--- src/rtl/pb_event_decoder.sv ---
// Push-button gesture classifier: turns a debounced button level into
// short-press, long-press and double-click pulses plus a long-hold level.
module pb_event_decoder #(
  parameter int unsigned LONG_CNT = 50_000_000,
  parameter int unsigned GAP_CNT  = 25_000_000,
  parameter int unsigned CNT_W    = 26
) (
  input  logic clk,
  input  logic resetn,
  input  logic pb_level,
  output logic short_tick,
  output logic long_tick,
  output logic double_tick,
  output logic hold,
  output logic busy
);

  typedef enum logic [2:0] {
    IDLE      = 3'd0,
    PRESS1    = 3'd1,
    GAP       = 3'd2,
    PRESS2    = 3'd3,
    LONG_HOLD = 3'd4
  } state_t;

  localparam logic [CNT_W-1:0] LONG_LAST = CNT_W'(LONG_CNT - 1);
  localparam logic [CNT_W-1:0] GAP_LAST  = CNT_W'(GAP_CNT - 1);
  localparam logic [CNT_W-1:0] CNT_ONE   = CNT_W'(1);

  state_t           state, state_n;
  logic [CNT_W-1:0] cnt, cnt_n;
  logic             short_n, long_n, double_n;

  always_ff @(posedge clk or negedge resetn) begin
    if (!resetn) begin
      state       <= IDLE;
      cnt         <= '0;
      short_tick  <= 1'b0;
      long_tick   <= 1'b0;
      double_tick <= 1'b0;
      hold        <= 1'b0;
      busy        <= 1'b0;
    end else begin
      state       <= state_n;
      cnt         <= cnt_n;
      short_tick  <= short_n;
      long_tick   <= long_n;
      double_tick <= double_n;
      // hold/busy are derived from the next state so they line up with it.
      hold        <= (state_n == LONG_HOLD);
      busy        <= (state_n != IDLE);
    end
  end

  // Counter is compared before incrementing; every terminal value leaves
  // the state, so cnt can never wrap.
  always_comb begin
    state_n  = state;
    cnt_n    = cnt;
    short_n  = 1'b0;
    long_n   = 1'b0;
    double_n = 1'b0;
    case (state)
      IDLE: begin
        if (pb_level) begin
          state_n = PRESS1;
          cnt_n   = '0;
        end
      end
      PRESS1: begin
        if (!pb_level) begin
          state_n = GAP;
          cnt_n   = '0;
        end else if (cnt == LONG_LAST) begin
          long_n  = 1'b1;
          state_n = LONG_HOLD;
        end else begin
          cnt_n = cnt + CNT_ONE;
        end
      end
      GAP: begin
        if (pb_level) begin
          state_n = PRESS2;
          cnt_n   = '0;
        end else if (cnt == GAP_LAST) begin
          short_n = 1'b1;
          state_n = IDLE;
        end else begin
          cnt_n = cnt + CNT_ONE;
        end
      end
      PRESS2: begin
        if (!pb_level) begin
          double_n = 1'b1;
          state_n  = IDLE;
        end else if (cnt == LONG_LAST) begin
          // A held second press wins: report it as long, drop the first press.
          long_n  = 1'b1;
          state_n = LONG_HOLD;
        end else begin
          cnt_n = cnt + CNT_ONE;
        end
      end
      LONG_HOLD: begin
        if (!pb_level) state_n = IDLE;
      end
      default: begin
        state_n = IDLE;
        cnt_n   = '0;
      end
    endcase
  end

endmodule

--- config.mk ---
export PLATFORM = sky130hd
export DESIGN_NAME = pb_event_decoder
export DESIGN_NICKNAME = d
export VERILOG_FILES = /design/src/rtl/pb_event_decoder.sv
export SDC_FILE = /design/constraint.sdc
export NUM_CORES = 1
export LEC_CHECK = 0
export BUFFER_PORTS_ARGS = -buffer_cell sky130_fd_sc_hd__buf_2
export CORE_UTILIZATION = 61
export DETAILED_ROUTE_END_ITERATION = 8
export PLACE_DENSITY = 0.8
export SLEW_MARGIN = 5
export SYNTH_ARGS = -nofsm -noshare
export SYNTH_HDL_FRONTEND = slang
export SYNTH_SLANG_ARGS = --single-unit
--- constraint.sdc ---
create_clock -name clk -period 2.9 [get_ports clk]
set_clock_uncertainty 0.2 [all_clocks]
set_input_delay 0.29 -clock clk [delete_from_list [all_inputs] [get_ports clk]]
set_output_delay 0.29 -clock clk [all_outputs]
set_load 0.03 [all_outputs]
[After elaboration in Yosys (flattened, before gate mapping)]
Index checks and enable logic that the tools add are counted.
Word-level totals
  bits in registers: 34
  bits of input ports: 3
  output and inout bits: 5
Cells by class
  reduce and logical (&&, ||, !) cells: 4
  equal/unequal tests: 10
  bitwise logic cells: 1
  add/subtract/negate cells: 1
  mux-type cells: 23
Operators with widths (number)
  $mux W26: 6
  $pmux W26 S5: 1
  $add A26 B1 Y26 const B: 1
  $eq A26 B25 Y1 const B: 1
  $eq A26 B26 Y1 const B: 1
  $mux W3: 7
  $pmux W3 S5: 1
  $mux W1: 8
  $eq A3 B2 Y1 const B: 2
  $eq A3 B3 Y1 const B: 2
  $ne A2 B2 Y1 const B: 2
  $reduce_and A4 Y1: 1
  $eq A3 B1 Y1 const B: 1
  $logic_not A3 Y1: 1
  $ne A3 B3 Y1 const B: 1
  $reduce_bool A3 Y1: 1
  $reduce_or A2 Y1: 1
  $not A1 Y1: 1

[Logic depth before layout (Yosys ltp)]
  depth in word-level cells: 5
  gate-level depth with buffers: 9

[Worst setup path before layout]
Ideal clock, no wire load.
  path kind: register to register
  start point: reg cnt[0]
  end point: reg cnt[5]
  period minus slack after synthesis: 2.050 ns
  required time: 2.569 ns
  arrival: 1.719 ns
  path slack: 0.850 ns
  buffers on the path: 0
  stages on the path, launching flop included: 8
  library setup time: 0.131 ns
  cells stage by stage: dfrtp_1 ha_1 and4_2 nand4_4 o31ai_2 o21a_2 nor3_1 or3_1
On the way
  word-level cells in the longest chain between the ends: 4
RTL lines
  start: declaration: line 31  | logic [CNT_W-1:0] cnt, cnt_n;
  start signal: assignment: line 45  | cnt <= cnt_n;
  $add A26 B1 Y26 or $eq A26 B26 Y1 (tied branches)
  $mux W26, on equally long branches: line 74, 96, 85
  $mux W26, on equally long branches: line 93, 71, 82
  $pmux W26 S5: line 63  | case (state)
Parallel ways exist; a longest one is shown, timed or not. The select of a mux whose other input is x is not followed.
A chain may end at the register's enable or synchronous reset.

[Worst setup path in the final report]
  start point: reg cnt[12]
  end point: reg cnt[5]
On the way
  word-level cells in the longest chain between the ends: 4
RTL lines (line)
  $eq A26 B26 Y1: 74, 96
  $mux W26
  $mux W26, on equally long branches
  $pmux W26 S5
Parallel ways exist; a longest one is shown, timed or not. The select of a mux whose other input is x is not followed.

==> reports/results.tsv <==
stage	metric	value	unit
synthesis	yosys_warnings	0	
hold_path	hold_class	input pin to flip-flop	
synthesis	netlist_area	2110	µm²
sta	hold_viol	0	
clocking	cts_resized	0	
clocking	clkTransAtPathRegs	0.11	ns
power	powerDensity	412	nW/µm²
critical_path	timing.rr.start	cnt[12]$_DFFE_PN0P_	
sta	max_freq	412	MHz
cells_and_area	fin_util	66.3	%
power	p_leak	0.976	nW
routing	finalWirelength	4620	µm
cells_and_area	layout-drive-gt1-share	14.2	%
place	placed_area	2140	µm²
run	drv_cap	0	
critical_path	worst_ep_required_time	2.94	ns
routing	first_pass_iters	4	
critical_path	arrival	2.46	ns
sta	rsz0062_at_grt	no	
routing	drcViolationCount	0	
sta	fin_crit	2.43	ns
critical_path	crit_type	flip-flop to flip-flop	
die	dieArea	3710	µm²
sta	setup_viol	0	
synthesis	synth-edff-count	0	
cells_and_area	diodes	0	
die	num_rows	21	
die	pin_count	8	
critical_path	crit_chain	and4_1 > nand2_2 > o31ai_2 > o21a_2 > nor3_1 > or3_1	
sta	worst_pin_slew	0.744	ns
cells_and_area	fin_cells	285	
critical_path	crit_start	cnt[12]$_DFFE_PN0P_	
global_routing	grt_pass1_wl	7510	µm
cells_and_area	area_growth	4.56	%
place	gp_congestion	0.868	
global_routing	grt_start_max_net_pins	35	
critical_path	end_kind	flip-flop	
synthesis	ys_types	56	
critical_path	crit_fanout	16	
synthesis	syn_avg_cell_area	9.04	µm²
sta	slew_violations	0	
clocking	htree_levels	2	
clocking	cts_sinks	34	
run_status	status	finished clean	
routing	antenna_left	0	
synthesis	synth-seq-area-share	40.2	%
global_routing	grt_pass1_vias	1503	
critical_path	critPathSlowestCell	dfrtp_1	
cells_and_area	final_nets	242	
die	placeableCoreArea	3340	µm²
global_routing	grt_antenna_before_repair	0	
die	initial_utilization	63.4	%
sta	hold-worst-slack	0.0885	ns
synthesis	ys_ff_latch	34	
cells_and_area	fillCellCount	283	
routing	drt-initial-drc-count	265	
routing	drt-wirelength-per-cell	16.2	µm
routing	vias	1813	
place	dpl.cell_count	276	
die	die_h	60.9	µm
synthesis	async_flop_share	100	%
power	vdd_drop_max	0.232	mV
sta	fin_setup_tns	0	ns
clocking	cts_tree	yes	
synthesis	synth_cells	234	
clocking	clock_latency	0.35	ns
routing	drt-vias-per-instance	6.36	
global_routing	globalRouteTotalUtil	28.0	%
clocking	cts-buffers-inserted	5	
global_routing	overflow	0	
cells_and_area	stdcell_area	2210	µm²
die	dieWidth	60.9	µm
clocking	cts_root_buf	clkbuf_4	
hold_path	min_from	pb_level	
critical_path	crit_path_start_kind	flip-flop	
place	portBuffers	7	
place	dp_hpwl	3160	µm
critical_path	max_stage_delay	0.49	ns
sta	min_period_over_period	83.8	%
clocking	cts_buffer_depth	2	
synthesis	ys.flop_type	dfrtp_1	
synthesis	syn_nets	238	
sta	relSlewSlack	50.4	%
state kept, by name, indices dropped and copies added (netlist names):
register	flops
busy	1
cnt	26
double_tick	1
hold	1
long_tick	1
short_tick	1
state	3
cell usage after synthesis, drive strengths merged, types with 2 or more instances:
| library cell | n | area share, % |
|---|---|---|
| a21o | 2 | 0.71 |
| a21oi | 18 | 4.8 |
| a31oi | 5 | 1.5 |
| a41oi | 2 | 0.83 |
| and2 | 4 | 1.3 |
| and3 | 8 | 2.4 |
| and4 | 4 | 1.7 |
| buf | 10 | 3.1 |
| clkbuf | 2 | 0.36 |
| dfrtp | 34 | 40 |
| inv | 5 | 0.89 |
| nand2 | 16 | 3.0 |
| nand2b | 8 | 2.7 |
| nand3 | 8 | 1.9 |
| nand3b | 3 | 1.1 |
| nand4 | 8 | 3.4 |
| nand4b | 3 | 2.0 |
| nor2 | 19 | 3.5 |
| nor2b | 3 | 0.89 |
| nor3 | 6 | 2.7 |
| nor4 | 2 | 0.89 |
| nor4b | 2 | 1.4 |
| o21ai | 36 | 8.5 |
| o31ai | 7 | 3.0 |
| or3 | 4 | 1.2 |
power breakdown:
group          internal, mW  leakage [nW]  switching [mW]
combinational        0.0411         0.475          0.0894
clock                 0.117        0.0353           0.165
sequential            0.485         0.465          0.0140
repair_timing:
action	in CTS	in global routing
endpoints found under the setup margin	0	0
hold buffers	1	0
endpoints found under the hold margin	34	0
setup buffers	0	0
cell families after synthesis:
group / after synthesis / synth area share [%]
multiplexers: 1 / 0.473
AND/OR/NAND/NOR: 101 / 31.2
buffers and inverters: 17 / 4.38
flip-flops: 34 / 40.2
adder cells (fa/ha/maj): 1 / 0.592
AO/OA/AOI/OAI: 80 / 23.1
placed cells by master, fill, tap and decap left out, types with 2 or more instances in the layout:
cell | Yosys | layout
and3_1 | 8 | 8
clkbuf_4 | 0 | 5
nor3_1 | 3 | 3
dfrtp_1 | 34 | 34
o31ai_1 | 5 | 5
nand3_1 | 8 | 8
nand4_1 | 6 | 6
nand2b_1 | 7 | 7
a31oi_1 | 5 | 5
and4_1 | 3 | 3
nor2b_1 | 3 | 3
a21o_1 | 2 | 2
nor3_4 | 2 | 2
nand4b_1 | 2 | 2
nor2_1 | 18 | 18
nand3b_1 | 3 | 3
nor4b_2 | 2 | 2
o21ai_0 | 32 | 32
and2_1 | 3 | 3
a21oi_1 | 17 | 17
nand2_1 | 15 | 15
inv_1 | 5 | 5
a41oi_1 | 2 | 2
or3_1 | 4 | 4
o31ai_2 | 2 | 2
buf_2 | 5 | 7
o21ai_1 | 4 | 4
worst paths after layout:
| check | end | slack (ns) | cells past startpoint |
|---|---|---|---|
| worst max-delay path | cnt[5]$_DFFE_PN0P_ | 0.47 | 6 |
| worst min-delay path | state[2]$_DFF_PN0_ | 0.09 | 2 |
| worst max register to register | cnt[5]$_DFFE_PN0P_ | 0.47 | 6 |
| worst min register to register | cnt[22]$_DFFE_PN0P_ | 0.31 | 1 |
| max in group asynchronous | cnt[0]$_DFFE_PN0P_ | 1.69 | 2 |
| min in group asynchronous | cnt[19]$_DFFE_PN0P_ | 0.32 | 2 |
area by class of cell:
type	count	area [µm²]	area share, %
clock inverters	1	5.00	0.226
inverters	5	18.8	0.849
flip-flops and latches	34	851	38.5
multi-input cells	183	1170	53.0
repair buffers	9	52.6	2.38
well taps	46	57.6	2.60
clock buffers	7	55.1	2.49
worst max-delay path: cells and delay by family (launching register included):
family,cells,cell delay (ns)
AOI/OAI and AO/OA,2,0.61
and+or+nand+nor,4,0.99
DFF,1,0.49
routing by layer:
metal  vias up  wire length (µm)  global-route usage, %  share of wire, %
met3         9               200                   5.97               4.3
met2        52              2170                   41.4                47
li1        884                 -                      -                 -
met5         -                 0                      0                 0
met1       868              2180                   41.6                47
met4         0                66                   6.82               1.4
through the flow:
step	setup WS, ns	power (mW)
after CTS	0.497	0.914
after detailed placement	0.521	0.636
after global routing	0.359	0.958
after floorplan	0.850	0.601
final	0.471	0.911
after global placement	0.609	0.633
(Power assumes the default switching activity.)
